==> config.mk <==
export PLATFORM = sky130hd
export DESIGN_NAME = waveform_loader
export DESIGN_NICKNAME = d
export VERILOG_FILES = /design/src/rtl/waveform_loader.sv
export SDC_FILE = /design/constraint.sdc
export NUM_CORES = 1
export LEC_CHECK = 0
export ABC_AREA = 1
export CAP_MARGIN = 20
export CORE_MARGIN = 1.5
export CORE_UTILIZATION = 40
export DETAILED_ROUTE_END_ITERATION = 10
export GPL_TIMING_DRIVEN = 0
export SYNTH_ARGS = -nofsm -noshare
export SYNTH_HDL_FRONTEND = slang
export SYNTH_SLANG_ARGS = --single-unit
==> constraint.sdc <==
create_clock -name clock -period 1.88 [get_ports clock]
set_input_delay 0.47 -clock clock [delete_from_list [all_inputs] [get_ports clock]]
set_output_delay 0.47 -clock clock [all_outputs]
set_load 0.03 [all_outputs]
==> src/rtl/waveform_loader.sv <==
// Host-side command parser for the waveform playback path: loads RAM
// contents and the playback window from a big-endian byte stream.
module waveform_loader #(
   parameter int ADDRESS_DEPTH = 13
) (
   input  logic                     clock,
   input  logic                     reset,
   input  logic [7:0]               in_data,
   input  logic                     in_valid,
   output logic                     in_ready,
   output logic [ADDRESS_DEPTH-1:0] ram_write_address,
   output logic [7:0]               ram_data,
   output logic                     ram_write_enable,
   output logic [31:0]              start_sample,
   output logic [31:0]              end_sample,
   output logic                     sync_read_address,
   output logic                     busy,
   output logic                     error
);

   localparam logic [7:0] OP_SET_START = 8'h01;
   localparam logic [7:0] OP_SET_END   = 8'h02;
   localparam logic [7:0] OP_WRITE     = 8'h03;
   localparam logic [7:0] OP_RESYNC    = 8'h04;

   typedef enum logic [2:0] {
      IDLE,
      START_B,
      END_B,
      ADDR,
      COUNT,
      DATA
   } state_t;

   state_t                   state;
   logic [1:0]               byte_cnt;
   logic [23:0]              shadow;
   logic [ADDRESS_DEPTH-1:0] wr_addr;
   logic [15:0]              remaining;

   logic        accept;
   logic [31:0] field32;
   logic [15:0] field16;

   assign in_ready = ~reset;
   assign accept   = in_valid & in_ready;
   assign busy     = (state != IDLE);

   // Shadow plus the incoming byte is the fully assembled field
   assign field32 = {shadow, in_data};
   assign field16 = {shadow[7:0], in_data};

   always_ff @(posedge clock) begin
      if (reset) begin
         state             <= IDLE;
         byte_cnt          <= 2'd0;
         shadow            <= 24'd0;
         wr_addr           <= '0;
         remaining         <= 16'd0;
         ram_write_address <= '0;
         ram_data          <= 8'd0;
         ram_write_enable  <= 1'b0;
         start_sample      <= 32'd0;
         end_sample        <= 32'd0;
         sync_read_address <= 1'b0;
         error             <= 1'b0;
      end else begin
         ram_write_enable  <= 1'b0;
         sync_read_address <= 1'b0;
         if (accept) begin
            unique case (state)
               IDLE: begin
                  byte_cnt <= 2'd0;
                  unique case (in_data)
                     OP_SET_START: state <= START_B;
                     OP_SET_END:   state <= END_B;
                     OP_WRITE:     state <= ADDR;
                     OP_RESYNC:    sync_read_address <= 1'b1;
                     default:      error <= 1'b1;
                  endcase
               end
               START_B, END_B: begin
                  shadow   <= field32[23:0];
                  byte_cnt <= byte_cnt + 2'd1;
                  if (byte_cnt == 2'd3) begin
                     if (state == START_B)
                        start_sample <= field32;
                     else
                        end_sample <= field32;
                     state <= IDLE;
                  end
               end
               ADDR: begin
                  shadow   <= field32[23:0];
                  byte_cnt <= byte_cnt + 2'd1;
                  if (byte_cnt[0]) begin
                     wr_addr  <= field16[ADDRESS_DEPTH-1:0];
                     byte_cnt <= 2'd0;
                     state    <= COUNT;
                  end
               end
               COUNT: begin
                  shadow   <= field32[23:0];
                  byte_cnt <= byte_cnt + 2'd1;
                  if (byte_cnt[0]) begin
                     remaining <= field16;
                     byte_cnt  <= 2'd0;
                     state     <= (field16 == 16'd0) ? IDLE : DATA;
                  end
               end
               DATA: begin
                  ram_write_enable  <= 1'b1;
                  ram_data          <= in_data;
                  ram_write_address <= wr_addr;
                  wr_addr           <= wr_addr + ADDRESS_DEPTH'(1);
                  remaining         <= remaining - 16'd1;
                  if (remaining == 16'd1)
                     state <= IDLE;
               end
               default: state <= IDLE;
            endcase
         end
      end
   end

endmodule

# Yosys cells after proc, flatten, opt, wreduce, memory -nomap -nowiden
# Cells that the tools add are included.
# word_totals
regBits,146
out_inout_bits,90
elab_cells,73
# op_classes
add_sub_neg,3
n_eq_ne,16
mux,15
n_bitwise,6
n_reduce_logical,21
# op_table
operator,n
16-bit one-hot mux with 2 select lines,1
13-bit one-hot mux with 2 select lines,1
16-bit by 1-bit == test with 1-bit output (second input constant),1
8-bit by 2-bit == test with 1-bit output (second input constant),2
16-bit logical NOT,1
16-bit two-way mux,1
16-bit by 1-bit subtractor with 16-bit output (second input constant),1
3-bit two-way mux,5
3-bit one-hot mux with 5 select lines,1
13-bit by 1-bit adder with 13-bit output (second input constant),1
13-bit two-way mux,1
3-bit one-hot mux with 3 select lines,1
3-bit AND reduction,3
8-bit by 1-bit == test with 1-bit output (second input constant),1
8-bit by 3-bit == test with 1-bit output (second input constant),1
2-bit != test (second input constant),4
4-bit AND reduction,2
4-bit OR reduction,2
3-bit by 2-bit == test with 1-bit output (second input constant),2
3-bit == test (second input constant),2
2-bit one-hot mux with 3 select lines,1
2-bit AND reduction,3
6-bit AND reduction,1
3-bit nonzero test,2
other kinds (12),20

# Longest topological paths before layout
# logic_depth
depth_word,4
mapped_depth,11
depth_no_buf,10

# Worst setup path after synthesis
# Ideal clock, no wire load.
# synth_path
path_kind,input -> output
start,input reset
end,output in_ready
arrival_ns,1.234
t_required_ns,1.410
setup_slack_ns,0.176
stages,4
cell_sequence,buf_6 > inv_4 > buf_2 > clkbuf_1
# synth_between
elab_chain_cells,1
# synth_rtl
element,line_no,text
"start, declared",7,"input logic reset,"
1-bit inverter,45,assign in_ready = ~reset;
"end, declared",10,"output logic in_ready,"
# No other way between the ends.

# Final worst setup path
# layout_path
start,register state[1]
end,output busy
# layout_between
elab_chain_cells,1
# layout_rtl
element,line_no,text
"start, declared",35,state_t state;
"start signal, assigned",108,state <= (field16 == 16'd0) ? IDLE : DATA;
3-bit nonzero test,47,assign busy = (state != IDLE);
"end, declared",17,"output logic busy,"
# No other way between the ends.

==> impl_metrics.py <==
metrics = {
    "global_routing": {
        "grt_max_degree": 20,
        "grt_overflow_total": 0,
        "grt_pass1_vias": 5436,
        "grt_antenna_before_repair": 0,
        "grt_use_total": 0.227,
        "grt_pass1_wl_um": 28800,
    },
    "placement": {
        "dp_cells": 1162,
        "gp_congestion": 0.898,
        "dp_hpwl_um": 14000,
        "io_buffers": 99,
        "place_area_um2": 7650,
        "post-place-ws_ns": -0.740,
    },
    "flow_run": {
        "cap_violations": 0,
    },
    "floorplan": {
        "die_w_um": 129,
        "fp.dieH_um": 129,
        "row_count": 46,
        "coreArea_um2": 15800,
        "dieArea_um2": 16700,
        "start_util": 0.405,
        "io_pins": 101,
    },
    "hold_path": {
        "hp-class": "primary input to flop",
        "holdPathStages": 2,
        "hp-start": "reset",
        "min_to": "ram_data[0]$_SDFFE_PP0P_",
    },
    "worst_setup_path": {
        "start_kind": "flop",
        "critPathSlowestCell": "dfxtp_1",
        "path_cells": "buf_6, nor2_4, inv_4, nor2_4, inv_6, buf_6",
        "required_ns": 1.41,
        "worstReg2RegStart": "wr_addr[1]$_SDFFE_PP0P_",
        "cp_top_family": "buffers and inverters",
        "cp_slowest_stage_delay_ns": 0.31,
        "endpoint_kind": "output port",
        "r2r_setup_slack_ns": 0.15,
        "path_class": "flop to output port",
        "rr_worst_depth": 9,
        "rr_endpoint": "wr_addr[12]$_SDFFE_PP0P_",
        "crit_fanout": 7,
        "arrival_ns": 1.37,
        "cp_num_buf_inv": 4,
    },
    "power": {
        "switching_power_mw": 1.59,
        "clkPwrFrac": 0.527,
        "power_mw": 7.08,
        "p_leak_nw": 3.69,
        "seqPwrFrac": 0.439,
        "pwr-share-comb": 0.035,
        "p_sw_frac": 0.224,
        "powerDensity_nw_per_um2": 859,
        "p_int_mw": 5.49,
        "ir_drop_mv": 0.585,
    },
    "sta": {
        "hold_viol_final": 0,
        "slew_headroom": 0.546,
        "final_min_period_over_clock_period": 0.981,
        "rsz0062_at_grt": "no",
        "finClkSkew_ns": 0.00833,
        "worst_slack_ns": 0.0359,
        "worst_pin_slew_ns": 0.681,
        "timing.final.crit_period_ns": 1.84,
        "max_freq_ghz": 0.542,
        "finalSetupViolCount": 0,
        "finalMaxSlewViolations": 0,
    },
    "cells_and_area": {
        "n_antenna_cell": 0,
        "multiInputGateArea_um2": 2780,
        "final_area_um2": 8240,
        "utilization": 0.522,
        "seq_area_um2": 2920,
        "areaGrowthSynthToFinish_pct": 28.9,
        "layout-drive-gt1-share": 0.109,
        "finalNetCount": 983,
        "mostFrequentLayoutCells": "dfxtp_1, a21oi_1, nand2_1",
        "final_common_cell": "dfxtp_1",
        "fillers": 1613,
        "final_cell_count_no_fill": 1196,
    },
    "logic_synthesis": {
        "yosys.area.top_type": "dfxtp_1",
        "syn-instance-count": 847,
        "seq_area_frac_synth": 0.457,
        "synth_edf_count": 0,
        "avgSynthCellArea_um2": 7.54,
        "syn-cell-area_um2": 6390,
        "synth_top_flop_cell": "dfxtp_1",
        "ys_seq_elements": 146,
        "yosys-top-cells-area": "dfxtp_1, a21oi_1, o21ai_0",
        "synth.distinct_cells": 40,
        "synth.top_cell.area_share": 0.457,
        "synth_fp_nets": 863,
        "async_reset_ff_frac": 0,
        "ys_warn_count": 0,
    },
    "outcome": {
        "status": "completed",
    },
    "route": {
        "via_per_inst": 4.95,
        "drtAntennaViolNets": 0,
        "initialDrtViolationCount": 366,
        "drtPass1Iterations": 5,
        "drc": 0,
        "vias": 5916,
        "routed_wl_um": 18600,
        "wire_per_inst_um": 15.6,
    },
    "cts": {
        "cts_tree": "built",
        "root_buffer": "clkbuf_16",
        "clock_sinks": 146,
        "clock_latency_ns": 0.43,
        "path_clk_slew_ns": 0.06,
        "cts_buffers": 17,
        "ctsLongestPathBuffers": 2,
        "htreeDepth": 4,
    },
}
-- metal layers --
layer | wire [um] | part of all wire | vias to the layer above | track usage
met3 | 914 | 0.049 | 25 | 0.0438
met5 | 0 | 0 | - | 0
met2 | 8860 | 0.48 | 169 | 0.375
li1 | - | - | 3031 | -
met4 | 378 | 0.020 | 0 | 0.0820
met1 | 8450 | 0.45 | 2691 | 0.297
-- final cells by class --
cell class / count / area share
buffer: 47 / 0.0372
clock buffer: 19 / 0.0550
clock inverter: 13 / 0.0237
inverter: 99 / 0.0468
multi-input combinational: 553 / 0.337
sequential: 146 / 0.355
tap: 216 / 0.0328
timing repair buffer: 103 / 0.112
-- through the flow --
step	setup TNS, ns	hold slack [ns]
2_1_floorplan	0	0.441
3_3_place_gp	-25.08	0.434
3_5_place_dp	-21.95	0.436
4_1_cts	0	0.270
5_1_grt	0	0.275
6_report	0	0.275
-- cell families after synthesis --
kind of cell	share of synthesized area
and+or+nand+nor	0.195
AOI/OAI and AO/OA	0.218
DFF	0.457
buffers and inverters	0.107
xor gates and xnor gates	0.0123
adders and majority gates	0.00979
-- worst max-delay path by stage --
stage / cells after the start / from / end / slack (ns)
after global routing: 6 / state[1]$_SDFFE_PP0P_ / busy / 0.001
final: 6 / state[1]$_SDFFE_PP0P_ / busy / 0.04
after CTS: 6 / state[1]$_SDFFE_PP0P_ / busy / 0.002
after detailed placement: 5 / reset / in_ready / -0.74
after floorplan: 4 / reset / in_ready / 0.18
after global placement: 5 / reset / in_ready / -0.76
-- flip-flops by register name, indices dropped and copies added, names as in the netlist --
register and cells:
sync_read_address 1, ram_data 8, shadow 24, state 3, wr_addr 13, ram_write_address 13, byte_cnt 2, remaining 16
end_sample 32, error 1, ram_write_enable 1, start_sample 32
-- cells in the mapped netlist, types with 5 or more instances --
master    number
inv_2          6
clkbuf_1      20
ha_1           5
nand2_1      103
xor2_1         5
dfxtp_1      146
buf_6          9
buf_2         12
o21ai_1       18
o21ai_0      100
nor3_1         9
nand4_1        6
a211oi_1      13
buf_4          6
a21oi_1      108
a21oi_2        7
inv_1         89
nand2_2        9
nor2_1        99
nand3_1       42
-- repair_timing --
| item | in CTS | in global routing |
|---|---|---|
| pin swaps | 2 | 1 |
| gates resized for setup | 100 | 15 |
| hold buffers | 0 | 0 |
| setup endpoints to repair | 90 | 19 |
| buffers inserted | 4 | 0 |
-- worst reg2reg max path, cell delays in order (launching register included) --
cell	delay [ns]
dfxtp_1	0.38
ha_1	0.28
nand2_1	0.10
nor2_1	0.21
inv_1	0.09
nor3_1	0.27
nand2_1	0.09
nand2_1	0.07
nand3_1	0.06
a21oi_1	0.12
-- power by group through the flow --
stage | registers (mW) | logic [mW] | clock network [mW]
global placement | 3.17 | 0.248 | 0
global route | 3.11 | 0.271 | 3.89
finish | 3.11 | 0.247 | 3.73
CTS | 3.11 | 0.247 | 3.76
detailed placement | 3.17 | 0.247 | 0
floorplan | 3.18 | 0.139 | 0
No activity file was read; power rests on OpenSTA's default activity.
